File: config.mk
export PLATFORM = sky130hd
export DESIGN_NAME = sensor_conditioner_flat
export DESIGN_NICKNAME = d
export VERILOG_FILES = /design/src/rtl/sensor_conditioner_pkg.sv /design/src/rtl/sensor_conditioner_if.sv /design/src/rtl/sensor_conditioner_debounce_channel.sv /design/src/rtl/sensor_conditioner.sv /design/src/flat_wrapper.sv
export SDC_FILE = /design/constraint.sdc
export NUM_CORES = 1
export LEC_CHECK = 0
export BUFFER_PORTS_ARGS = -buffer_cell sky130_fd_sc_hd__buf_2
export CORE_MARGIN = 2
export CORE_UTILIZATION = 58
export CTS_CLUSTER_DIAMETER = 150
export DETAILED_ROUTE_END_ITERATION = 8
export PLACE_DENSITY = 0.78
export SLEW_MARGIN = 10
export SYNTH_ARGS = -nofsm -noshare
export SYNTH_HDL_FRONTEND = slang
export SYNTH_SLANG_ARGS = --single-unit
File: constraint.sdc
create_clock -name clk -period 3.5 [get_ports clk]
set_input_delay 0.7 -clock clk [delete_from_list [all_inputs] [get_ports clk]]
set_output_delay 0.7 -clock clk [all_outputs]
set_load 0.02 [all_outputs]
File: src/rtl/sensor_conditioner_pkg.sv
// Shared sizing and helpers for the track-sensor conditioning block.
package sensor_conditioner_pkg;

    localparam int unsigned NUM_SENSORS    = 6;
    localparam int unsigned ID_W           = 3;
    localparam int unsigned DEB_CYCLES_DEF = 16;

    // Channel index 0..NUM_SENSORS-1 maps to sensor ID 1..NUM_SENSORS; ID 0 means "no event".
    function automatic logic [ID_W-1:0] id_of(input int unsigned idx);
        return ID_W'(idx + 1);
    endfunction

endpackage

File: src/rtl/sensor_conditioner_if.sv
// Sensor-ID event handshake: the conditioner drives valid/id, downstream drives ready.
interface sensor_conditioner_if;
    import sensor_conditioner_pkg::*;

    logic            evt_valid;
    logic [ID_W-1:0] evt_id;
    logic            evt_ready;

    modport master (output evt_valid, output evt_id, input evt_ready);
    modport slave  (input evt_valid, input evt_id, output evt_ready);
endinterface

File: src/rtl/sensor_conditioner_debounce_channel.sv
// One sensor line: 2-FF synchroniser, stability counter, clean level and rise pulse.
module sensor_conditioner_debounce_channel #(
    parameter int unsigned DEB_CYCLES = 16
) (
    input  logic clk,
    input  logic rst,
    input  logic raw,
    output logic clean,
    output logic rise
);
    localparam int unsigned CNT_W = $clog2(DEB_CYCLES + 1);

    logic             meta;
    logic             sync;
    logic [CNT_W-1:0] cnt;

    // Two-flop synchroniser for the asynchronous raw line.
    always_ff @(posedge clk or posedge rst) begin
        if (rst) begin
            meta <= 1'b0;
            sync <= 1'b0;
        end else begin
            meta <= raw;
            sync <= meta;
        end
    end

    // Accept a level only after it has differed from clean for DEB_CYCLES samples; rise pulses with a 0->1 toggle.
    always_ff @(posedge clk or posedge rst) begin
        if (rst) begin
            cnt   <= '0;
            clean <= 1'b0;
            rise  <= 1'b0;
        end else begin
            rise <= 1'b0;
            if (sync == clean) begin
                cnt <= '0;
            end else if (cnt >= CNT_W'(DEB_CYCLES - 1)) begin
                cnt   <= '0;
                clean <= ~clean;
                rise  <= ~clean;
            end else begin
                cnt <= cnt + CNT_W'(1);
            end
        end
    end

endmodule

File: src/rtl/sensor_conditioner.sv
// Conditions raw track sensors and serialises debounced arrivals into one-at-a-time ID events.
module sensor_conditioner
    import sensor_conditioner_pkg::*;
#(
    parameter int unsigned DEB_CYCLES = DEB_CYCLES_DEF
) (
    input  logic                   clk,
    input  logic                   rst,
    input  logic [NUM_SENSORS-1:0] s_raw,
    input  logic                   ovr_clr,
    output logic [NUM_SENSORS-1:0] s_clean,
    output logic [NUM_SENSORS-1:0] ovr_flag,
    sensor_conditioner_if.master   evt
);
    localparam int unsigned IDX_W = $clog2(NUM_SENSORS);

    logic [NUM_SENSORS-1:0] rise;
    logic [NUM_SENSORS-1:0] pend_q, pend_n;
    logic [NUM_SENSORS-1:0] ovr_n;
    logic [NUM_SENSORS-1:0] clr_mask;
    logic [IDX_W-1:0]       pick_idx;
    logic                   load;
    logic                   evt_valid_q, evt_valid_n;
    logic [ID_W-1:0]        evt_id_q, evt_id_n;

    // Per-channel conditioning.
    for (genvar g = 0; g < NUM_SENSORS; g++) begin : g_ch
        sensor_conditioner_debounce_channel #(
            .DEB_CYCLES (DEB_CYCLES)
        ) u_ch (
            .clk   (clk),
            .rst   (rst),
            .raw   (s_raw[g]),
            .clean (s_clean[g]),
            .rise  (rise[g])
        );
    end

    // Lowest-index pending channel wins.
    always_comb begin
        pick_idx = '0;
        for (int i = int'(NUM_SENSORS) - 1; i >= 0; i--) begin
            if (pend_q[i]) pick_idx = IDX_W'(i);
        end
    end

    // Event-register load/drain, pending update (set beats clear) and sticky overrun.
    always_comb begin
        clr_mask    = '0;
        evt_valid_n = evt_valid_q;
        evt_id_n    = evt_id_q;
        ovr_n       = ovr_flag;
        load        = (!evt_valid_q || evt.evt_ready) && (|pend_q);
        if (load) begin
            clr_mask[pick_idx] = 1'b1;
            evt_valid_n        = 1'b1;
            evt_id_n           = id_of(32'(pick_idx));
        end else if (evt.evt_ready) begin
            evt_valid_n = 1'b0;
            evt_id_n    = '0;
        end
        pend_n = (pend_q & ~clr_mask) | rise;
        if (ovr_clr) ovr_n = '0;
        ovr_n = ovr_n | (rise & pend_q & ~clr_mask);
    end

    // State registers for pending vector, event register and overrun flags.
    always_ff @(posedge clk or posedge rst) begin
        if (rst) begin
            pend_q      <= '0;
            evt_valid_q <= 1'b0;
            evt_id_q    <= '0;
            ovr_flag    <= '0;
        end else begin
            pend_q      <= pend_n;
            evt_valid_q <= evt_valid_n;
            evt_id_q    <= evt_id_n;
            ovr_flag    <= ovr_n;
        end
    end

    assign evt.evt_valid = evt_valid_q;
    assign evt.evt_id    = evt_id_q;

endmodule

File: src/flat_wrapper.sv
// flat-port wrapper written by rule: the top's interface ports become plain ports
module sensor_conditioner_flat import sensor_conditioner_pkg::*;
#(
    parameter int unsigned DEB_CYCLES = DEB_CYCLES_DEF
)
  (clk, rst, s_raw, ovr_clr, s_clean, ovr_flag, evt_evt_valid, evt_evt_id, evt_evt_ready);
  sensor_conditioner_if evt_i ();
  input  logic clk;
  input  logic rst;
  input  logic [NUM_SENSORS-1:0] s_raw;
  input  logic ovr_clr;
  output logic [NUM_SENSORS-1:0] s_clean;
  output logic [NUM_SENSORS-1:0] ovr_flag;
  output wire logic [$bits(evt_i.evt_valid)-1:0] evt_evt_valid;
  output wire logic [$bits(evt_i.evt_id)-1:0] evt_evt_id;
  input wire logic [$bits(evt_i.evt_ready)-1:0] evt_evt_ready;
  assign evt_evt_valid = evt_i.evt_valid;
  assign evt_evt_id = evt_i.evt_id;
  assign evt_i.evt_ready = evt_evt_ready;
  sensor_conditioner #(.DEB_CYCLES(DEB_CYCLES)) u_core (.clk(clk), .rst(rst), .s_raw(s_raw), .ovr_clr(ovr_clr), .s_clean(s_clean), .ovr_flag(ovr_flag), .evt(evt_i));
endmodule
==> results.sh, run 1 <==
export IMPL_status="complete, no violations"
export IMPL_num_vias=1630
export IMPL_synth_area_leaders="dfrtp_1, ha_1, and3_1"
export IMPL_maxCapViolCount=0
export IMPL_cts_root_buf="clkbuf_8"
export IMPL_netlist_area_um2=2810
export IMPL_area_growth_pct=13.7
export IMPL_h_tree_depth=3
export IMPL_post_cts_resize_count=0
export IMPL_cts_buffers=9
export IMPL_hold_viol=0
export IMPL_dr_pass1_iters=4
export IMPL_seqCellArea_um2=1750
export IMPL_final_cells=304
export IMPL_layout_common_cells="dfrtp_1, buf_2, nor2_1, and3_1, ha_1"
export IMPL_setup_viol=0
export IMPL_finalClockSkew_ns=0.00768
export IMPL_synth_cells=214
export IMPL_io_pins=26
export IMPL_fin_setup_tns_ns=0
export IMPL_worstMarginPinSlew_ns=0.692
export IMPL_fill_cells=329
export IMPL_nNetsFinal=269
export IMPL_yosysTopAreaCell="dfrtp_1"
export IMPL_post_place_ws_ns=1.56
export IMPL_hold_class="flop to flop"
export IMPL_drv_slew=0
export IMPL_synth_enable_flop_cells=0
export IMPL_crit_chain="ha_1 > and3_1 > ha_1 > a211oi_1 > mux2_2"
export IMPL_routed_wl_um=4210
export IMPL_pwr_share_comb_pct=3.7
export IMPL_setup_slack_ns=1.57
export IMPL_synth_ff_type="dfrtp_1"
export IMPL_path_common_cell="ha_1"
export IMPL_p_clk_share_pct=44.1
export IMPL_clk_pin_slew_ns=0.07
export IMPL_track_usage_pct=17.8
export IMPL_rsz0062_at_grt="no"
export IMPL_intPower_mw=1.29
export IMPL_crit_required_ns=3.72
export IMPL_max_clock_freq_mhz=518
export IMPL_drtIter0Drc=80
export IMPL_critPathLaunch="u_core.g_ch[3].u_ch.cnt[0]"
export IMPL_syn_nets=237
export IMPL_grt_ovfl_total=0
export IMPL_ir_drop_mv=0.345
export IMPL_critical_path_max_stage_delay_ns=0.48
export IMPL_min_period_over_period_pct=55.2
export IMPL_grt_max_degree=35
export IMPL_switching_share_pct=20.5
export IMPL_seq_power_share_pct=52.2
export IMPL_final_common_cell="dfrtp_1"
export IMPL_cp_start_kind="flop"
export IMPL_insertion_delay_ns=0.34
export IMPL_cts_setup_buffers=0
export IMPL_yosys_warnings=0
export IMPL_synth_async_reset_ratio_pct=100
export IMPL_drtAntennaViolNets=0
export IMPL_die_x_um=73.5
export IMPL_die_area_um2=5410
export IMPL_clockBufferDepth=2
export IMPL_clock_sinks=70
export IMPL_syn_area_per_cell_um2=13.1
export IMPL_drive_gt1_share_pct=22.8
export IMPL_synth_distinct_cells=31
export IMPL_gp_congestion=0.851
export IMPL_crit_slowest_cell="a211oi_1"
export IMPL_crit_fanout=5
export IMPL_cp_end_kind="flop"
export IMPL_critPathKind="flop to flop"
export IMPL_antenna_found_initial=0
export IMPL_postCtsHoldBufs=0
export IMPL_power_switching_uw=333
export IMPL_yosysTopAreaCellShare_pct=62.4
export IMPL_rr_startpoint="u_core.g_ch[3].u_ch.cnt[0]"
export IMPL_vias_per_cell=5.36
export IMPL_hp_start="u_core.g_ch[1].u_ch.meta"
export IMPL_numPortBuffers=25
export IMPL_worst_ep_arrival_time_ns=2.15
export IMPL_route_detailed_wl_per_inst_um=13.8
export IMPL_post_route_min_period_ns=1.93
export IMPL_tritoncts="done"
export IMPL_diodes=0
export IMPL_p_per_area_nw_per_um2=509
export IMPL_drc_errors=0
export IMPL_row_count=25
export IMPL_grt_pass1_wl_um=7070
export IMPL_relSlewSlack_pct=53.8
export IMPL_core_area_um2=4690
export IMPL_multi_input_area_um2=963
export IMPL_placed_cells=289
export IMPL_grt_pass1_vias=1642
export IMPL_post_route_util_pct=68.0
export IMPL_synth_seq_cells=70
export IMPL_start_util_pct=59.8
export IMPL_hpwl_um=2920
export IMPL_p_leak_nw=1.79
export IMPL_synth_seq_area_share_pct=62.4
export IMPL_fp_dieH_um=73.5
[registers in the layout (all words and copies together) (netlist names)]
signal	count
u_core.ovr_flag	6
u_core.g_ch.u_ch.clean	6
u_core.g_ch.u_ch.sync	6
u_core.pend_q	6
u_core.g_ch.u_ch.rise	6
u_core.g_ch.u_ch.cnt	30
u_core.evt.evt_id	3
u_core.evt.evt_valid	1
u_core.g_ch.u_ch.meta	6
[area by class of cell]
| cell class | count | share of cell area (%) |
|---|---|---|
| clock buffer | 11 | 4.75 |
| clock inverter | 4 | 2.20 |
| inverter | 12 | 1.41 |
| multi-input combinational | 126 | 30.2 |
| sequential | 70 | 54.9 |
| tap | 54 | 2.12 |
| timing repair buffer | 27 | 4.39 |
[kinds of logic (layout without fill, tap and decap cells)]
family	after synthesis	after routing	share of synthesized area, %
flip-flops	70	70	62.4
adder cells (fa/ha/maj)	13	13	5.80
XOR/XNOR	13	13	4.06
AND/OR/NAND/NOR	65	65	12.7
buffers and inverters	18	54	3.21
AO/OA/AOI/OAI	27	27	8.47
multiplexers	8	8	3.30
[cell usage after synthesis (4+ instances only)]
cell type / n
dfrtp_1: 70
nor2_1: 20
and3_1: 18
ha_1: 13
inv_1: 12
nand2_1: 9
xnor2_1: 7
buf_4: 6
mux2_2: 6
nor3b_1: 6
o211a_1: 6
xor2_1: 6
o2bb2ai_1: 4
[per-layer routing]
| layer | track usage [%] | vias up | share of wire, % | wire [um] |
|---|---|---|---|---|
| met3 | 7.41 | 10 | 4.5 | 188 |
| met5 | 0 | - | 0 | 0 |
| met2 | 27.6 | 26 | 48 | 2010 |
| li1 | - | 806 | - | - |
| met4 | 7.47 | 0 | 1.3 | 55 |
| met1 | 22.2 | 788 | 46 | 1950 |
[worst max-delay path, delay by kind of cell (launching register included)]
family / cells / cell delay (ns)
mux: 1 / 0.39
flops: 1 / 0.39
compound gates: 1 / 0.48
simple gates: 1 / 0.15
fa+ha+maj: 2 / 0.39
[final timing paths]
| kind | end | slack [ns] | cells past startpoint |
|---|---|---|---|
| setup / recovery | u_core.g_ch[3].u_ch.clean | 1.57 | 5 |
| hold / removal | u_core.g_ch[1].u_ch.sync | 0.34 | 0 |
| setup reg to reg | u_core.g_ch[3].u_ch.clean | 1.57 | 5 |
| hold reg to reg | u_core.g_ch[1].u_ch.sync | 0.34 | 0 |
| max in group asynchronous | u_core.g_ch[0].u_ch.cnt[4] | 2.33 | 3 |
| min in group asynchronous | u_core.ovr_flag[2] | 0.46 | 2 |
[metrics by stage]
stage	hold slack (ns)	total power, mW	cell area, um2
finish	0.340	1.62	3190
global placement	0.333	0.922	2970
global route	0.360	1.69	3190
detailed placement	0.335	0.924	2970
floorplan	0.331	0.902	2810
CTS	0.343	1.64	3190
[power groups by stage]
| stage | sequential [mW] | clock, mW | combinational, mW |
|---|---|---|---|
| floorplan | 0.859 | 0 | 0.0425 |
| global placement | 0.862 | 0 | 0.0597 |
| detailed placement | 0.863 | 0 | 0.0615 |
| CTS | 0.848 | 0.734 | 0.0622 |
| global route | 0.850 | 0.768 | 0.0702 |
| finish | 0.848 | 0.716 | 0.0597 |
Power figures use the tool's default switching activity.
==> run 2: changes to the inputs <==
==> constraint.sdc (replaced) <==
create_clock -name clk -period 2 [get_ports clk]
set_input_delay 0.4 -clock clk [delete_from_list [all_inputs] [get_ports clk]]
set_output_delay 0.4 -clock clk [all_outputs]
set_load 0.02 [all_outputs]
==> run 2 against run 1 <==
Against the previous run: largest power group unchanged; routed wire length increased by 2.6%; clock power up 47%; critical endpoint unchanged; clock skew is 0.0031 ns lower.
==> results.sh, run 2 (same netlist as run 1, synthesis figures left out) <==
export IMPL_status="complete, no violations"
export IMPL_clock_sinks=70
export IMPL_routed_wl_um=4310
export IMPL_fin_setup_tns_ns=0
export IMPL_cts_buffers=9
export IMPL_maxCapViolCount=0
export IMPL_nNetsFinal=275
export IMPL_drv_slew=0
export IMPL_rr_startpoint="u_core.g_ch[3].u_ch.cnt[0]"
export IMPL_regMostFlops="u_core.g_ch.u_ch.cnt"
export IMPL_dr_pass1_iters=4
export IMPL_fill_cells=326
export IMPL_crit_required_ns=2.22
export IMPL_hold_class="primary input to async pin"
export IMPL_path_common_cell="ha_1"
export IMPL_post_cts_resize_count=0
export IMPL_io_pins=26
export IMPL_insertion_delay_ns=0.34
export IMPL_drc_errors=0
export IMPL_multi_input_area_um2=963
export IMPL_start_util_pct=59.8
export IMPL_h_tree_depth=3
export IMPL_diodes=0
export IMPL_setup_viol=0
export IMPL_crit_chain="ha_1 > and3_1 > ha_1 > a211oi_1 > mux2_2"
export IMPL_min_period_over_period_pct=89.3
export IMPL_final_common_cell="dfrtp_1"
export IMPL_grt_ovfl_total=0
export IMPL_p_per_area_nw_per_um2=820
export IMPL_vias_per_cell=5.34
export IMPL_fin_hold_ws_ns=0.120
export IMPL_grt_pass1_vias=1737
export IMPL_clk_pin_slew_ns=0.07
export IMPL_largest_reg_flops=30
export IMPL_cp_end_kind="flop"
export IMPL_hold_viol=0
export IMPL_cts_root_buf="clkbuf_8"
export IMPL_crit_fanout=3
export IMPL_track_usage_pct=19.1
export IMPL_drive_gt1_share_pct=23.8
export IMPL_worstMarginPinSlew_ns=0.577
export IMPL_cp_start_kind="flop"
export IMPL_critical_path_top_delay_family="flip-flops"
export IMPL_max_clock_freq_mhz=560
export IMPL_core_area_um2=4690
export IMPL_route_detailed_wl_per_inst_um=13.9
export IMPL_postCtsHoldBufs=0
export IMPL_die_area_um2=5410
export IMPL_critPathKind="flop to flop"
export IMPL_antenna_found_initial=0
export IMPL_drtAntennaViolNets=0
export IMPL_critPathLaunch="u_core.g_ch[3].u_ch.cnt[0]"
export IMPL_tritoncts="done"
export IMPL_worst_ep_arrival_time_ns=2.01
export IMPL_rsz0062_at_grt="no"
export IMPL_finalClockSkew_ns=0.00461
export IMPL_cts_setup_buffers=0
export IMPL_relSlewSlack_pct=61.5
export IMPL_hpwl_um=3090
export IMPL_drtIter0Drc=71
export IMPL_ir_drop_mv=0.557
export IMPL_crit_slowest_cell="dfrtp_1"
export IMPL_die_x_um=73.5
export IMPL_post_route_min_period_ns=1.79
export IMPL_numPortBuffers=25
export IMPL_fp_dieH_um=73.5
export IMPL_grt_max_degree=26
export IMPL_p_leak_nw=1.80
export IMPL_seqCellArea_um2=1750
export IMPL_num_vias=1656
export IMPL_area_growth_pct=15.1
export IMPL_cp_num_buf_inv=0
export IMPL_clockBufferDepth=2
export IMPL_critical_path_max_stage_delay_ns=0.39
export IMPL_gp_congestion=0.804
export IMPL_row_count=25
export IMPL_layout_common_cells="dfrtp_1, buf_2, nor2_1, and3_1"
export IMPL_grt_pass1_wl_um=7580
[run 2: changes by cell type in the layout (fill, tap and decap cells not counted), sizes merged]
cell,delta
buf,+6
bufinv,-2
clkinvlp,+1
clkinv,-2
clkbuf,+4
inv,-1
[run 2: layout make-up]
class / count / area share (%)
flip-flops and latches: 70 / 54.3
multi-input cells: 126 / 29.8
repair buffers: 33 / 6.51
clock buffers: 15 / 5.78
well taps: 54 / 2.09
inverters: 12 / 1.51
[run 2: path summary, 6_finish.rpt]
check | slack (ns) | cells past startpoint | to
min in group clk | 0.16 | 1 | u_core.g_ch[4].u_ch.meta
worst min-delay path | 0.12 | 2 | u_core.g_ch[2].u_ch.cnt[3]
worst max register to register | 0.21 | 5 | u_core.g_ch[3].u_ch.clean
worst min register to register | 0.35 | 0 | u_core.g_ch[1].u_ch.sync
worst max-delay path | 0.21 | 5 | u_core.g_ch[3].u_ch.clean
max in group asynchronous | 1.39 | 3 | u_core.evt.evt_id[1]
[run 2: stage by stage]
stage | cells | power, mW | setup slack (ns) | util [%] | area [um2]
after CTS | 310 | 2.68 | 0.222 | 68.8 | 3230
final | 310 | 2.65 | 0.214 | 68.8 | 3230
after detailed placement | 295 | 1.62 | 0.225 | 64.8 | 3040
after floorplan | 214 | 1.58 | 0.212 | - | 2810
after global placement | 295 | 1.62 | 0.307 | 64.8 | 3040
after global routing | 310 | 2.76 | 0.118 | 68.8 | 3230
[run 2: routing by layer]
layer / up-vias / track usage (%) / wire length, um
met2: 24 / 29.9 / 2130
met1: 815 / 23.9 / 1980
met5: - / 0 / 0
met3: 4 / 6.72 / 171
li1: 813 / - / -
met4: 0 / 8.48 / 38
[run 2: power breakdown]
part	internal, mW	switching [mW]
Sequential	1.46	0.0262
Clock	0.581	0.469
Combinational	0.0486	0.0635
==> run 3: changes to the inputs <==
--- a/config.mk
+++ b/config.mk
@@ -6,6 +6,7 @@
 export NUM_CORES = 1
 export LEC_CHECK = 0
 export BUFFER_PORTS_ARGS = -buffer_cell sky130_fd_sc_hd__buf_2
+export CAP_MARGIN = 20
 export CORE_MARGIN = 2
 export CORE_UTILIZATION = 58
 export CTS_CLUSTER_DIAMETER = 150
==> constraint.sdc (replaced) <==
create_clock -name clk -period 2.05 [get_ports clk]
set_input_delay 0.41 -clock clk [delete_from_list [all_inputs] [get_ports clk]]
set_output_delay 0.41 -clock clk [all_outputs]
set_load 0.02 [all_outputs]
==> run 3 against run 2 <==
Against the previous run: combinational power decreased by 4%; flip-flop and latch count stayed put; clock power hardly changed; register-to-register slack improved by 0.06 ns; maximum frequency rose by 0.55%; sequential power about the same; hold slack better by 0.012 ns; clock skew is essentially flat; first-iteration DRC count rose by 18%; critical path depth did not move; die area unchanged; critical endpoint unchanged; largest cell class unchanged.
==> results.sh, run 3 (same netlist as run 1, synthesis figures left out) <==
export IMPL_fill_cells=332
export IMPL_postCtsHoldBufs=0
export IMPL_fp_dieH_um=73.5
export IMPL_final_common_cell="dfrtp_1"
export IMPL_cts_root_buf="clkbuf_8"
export IMPL_layout_common_cells="dfrtp_1, buf_2, nor2_1, and3_1"
export IMPL_routed_wl_um=4250
export IMPL_min_period_over_period_pct=86.7
export IMPL_regMostFlops="u_core.g_ch.u_ch.cnt"
export IMPL_hold_class="primary input to async pin"
export IMPL_worst_ep_arrival_time_ns=2.00
export IMPL_crit_fanout=3
export IMPL_h_tree_depth=3
export IMPL_drive_gt1_share_pct=23.8
export IMPL_cp_end_kind="flop"
export IMPL_grt_pass1_vias=1693
export IMPL_crit_slowest_cell="dfrtp_1"
export IMPL_tritoncts="done"
export IMPL_row_count=25
export IMPL_placed_area_um2=3040
export IMPL_crit_chain="ha_1 > and3_1 > ha_1 > a211oi_1 > mux2_2"
export IMPL_p_leak_nw=1.80
export IMPL_hpwl_um=3070
export IMPL_area_growth_pct=15.1
export IMPL_worstMarginPinSlew_ns=0.574
export IMPL_post_cts_resize_count=0
export IMPL_setup_viol=0
export IMPL_largest_reg_flops=30
export IMPL_grt_ovfl_total=0
export IMPL_fin_setup_tns_ns=0
export IMPL_cp_start_kind="flop"
export IMPL_status="complete, no violations"
export IMPL_critical_path_max_stage_delay_ns=0.39
export IMPL_ir_drop_mv=0.562
export IMPL_grt_max_degree=26
export IMPL_nNetsFinal=275
export IMPL_dr_pass1_iters=5
export IMPL_route_detailed_wl_per_inst_um=13.7
export IMPL_clk_pin_slew_ns=0.07
export IMPL_crit_required_ns=2.27
export IMPL_die_x_um=73.5
export IMPL_grt_pass1_wl_um=7490
export IMPL_drtAntennaViolNets=0
export IMPL_path_common_cell="ha_1"
export IMPL_clockBufferDepth=2
export IMPL_insertion_delay_ns=0.33
export IMPL_r2r_cells=5
export IMPL_post_route_min_period_ns=1.78
export IMPL_diodes=0
export IMPL_drtIter0Drc=84
export IMPL_critPathKind="flop to flop"
export IMPL_io_pins=26
export IMPL_drv_slew=0
export IMPL_cts_setup_buffers=0
export IMPL_maxCapViolCount=0
export IMPL_vias_per_cell=5.38
export IMPL_gp_congestion=0.804
export IMPL_core_area_um2=4690
export IMPL_p_per_area_nw_per_um2=800
export IMPL_start_util_pct=59.8
export IMPL_finalInstanceArea_um2=3230
export IMPL_relSlewSlack_pct=61.7
export IMPL_track_usage_pct=18.9
export IMPL_num_vias=1668
export IMPL_antenna_found_initial=0
export IMPL_drc_errors=0
export IMPL_clock_sinks=70
export IMPL_max_clock_freq_mhz=563
export IMPL_cts_buffers=9
export IMPL_die_area_um2=5410
export IMPL_finalClockSkew_ns=0.00446
export IMPL_numPortBuffers=25
export IMPL_rsz0062_at_grt="no"
export IMPL_hold_viol=0
[run 3: worst paths after layout]
kind	slack, ns	endpoint	start
worst max-delay path	0.27	u_core.g_ch[3].u_ch.clean	u_core.g_ch[3].u_ch.cnt[0]
worst min-delay path	0.13	u_core.ovr_flag[0]	rst
worst max register to register	0.27	u_core.g_ch[3].u_ch.clean	u_core.g_ch[3].u_ch.cnt[0]
worst min register to register	0.35	u_core.g_ch[5].u_ch.sync	u_core.g_ch[5].u_ch.meta
max in group asynchronous	1.44	u_core.g_ch[1].u_ch.cnt[2]	rst
min in group clk	0.18	u_core.g_ch[1].u_ch.meta	s_raw[1]
[run 3: per-layer routing]
layer  vias up  wire, um  global-route usage [%]  part of all wire [%]
met5         -         0                       0                     0
met4         0        62                    9.09                   1.5
met3         7       162                    6.31                   3.8
met2        23      2050                    28.9                    48
met1       816      1970                    24.3                    46
li1        822         -                       -                     -
[run 3: critical path, delay by kind of cell (launching register included)]
family | cells | cell delay, ns
flip-flops | 1 | 0.39
adder cells (fa/ha/maj) | 2 | 0.39
multiplexers | 1 | 0.39
AO/OA/AOI/OAI | 1 | 0.34
AND/OR/NAND/NOR | 1 | 0.15
[run 3: stage by stage]
| stage | total power [mW] | cells | setup slack (ns) | utilization, % | hold slack, ns |
|---|---|---|---|---|---|
| after floorplan | 1.54 | 214 | 0.262 | - | 0.331 |
| after global placement | 1.58 | 295 | 0.357 | 64.8 | 0.333 |
| after detailed placement | 1.58 | 295 | 0.276 | 64.8 | 0.336 |
| after CTS | 2.61 | 310 | 0.275 | 68.8 | 0.141 |
| after global routing | 2.69 | 310 | 0.139 | 68.8 | 0.153 |
| final | 2.58 | 310 | 0.273 | 68.8 | 0.132 |
[run 3: power by group]
part / switching, mW / internal, mW / leakage, nW
clock: 0.458 / 0.567 / 0.0958
sequential: 0.0256 / 1.42 / 0.935
combinational: 0.0612 / 0.0470 / 0.769
[run 3: final cells by class]
class                           count  area [um2]  area share (%)
Clock buffer                       15         186            5.78
Inverter                           12        48.8            1.51
Multi-Input combinational cell    126         963            29.8
Sequential cell                    70        1750            54.3
Tap cell                           54        67.6            2.09
Timing Repair Buffer               33         210            6.51
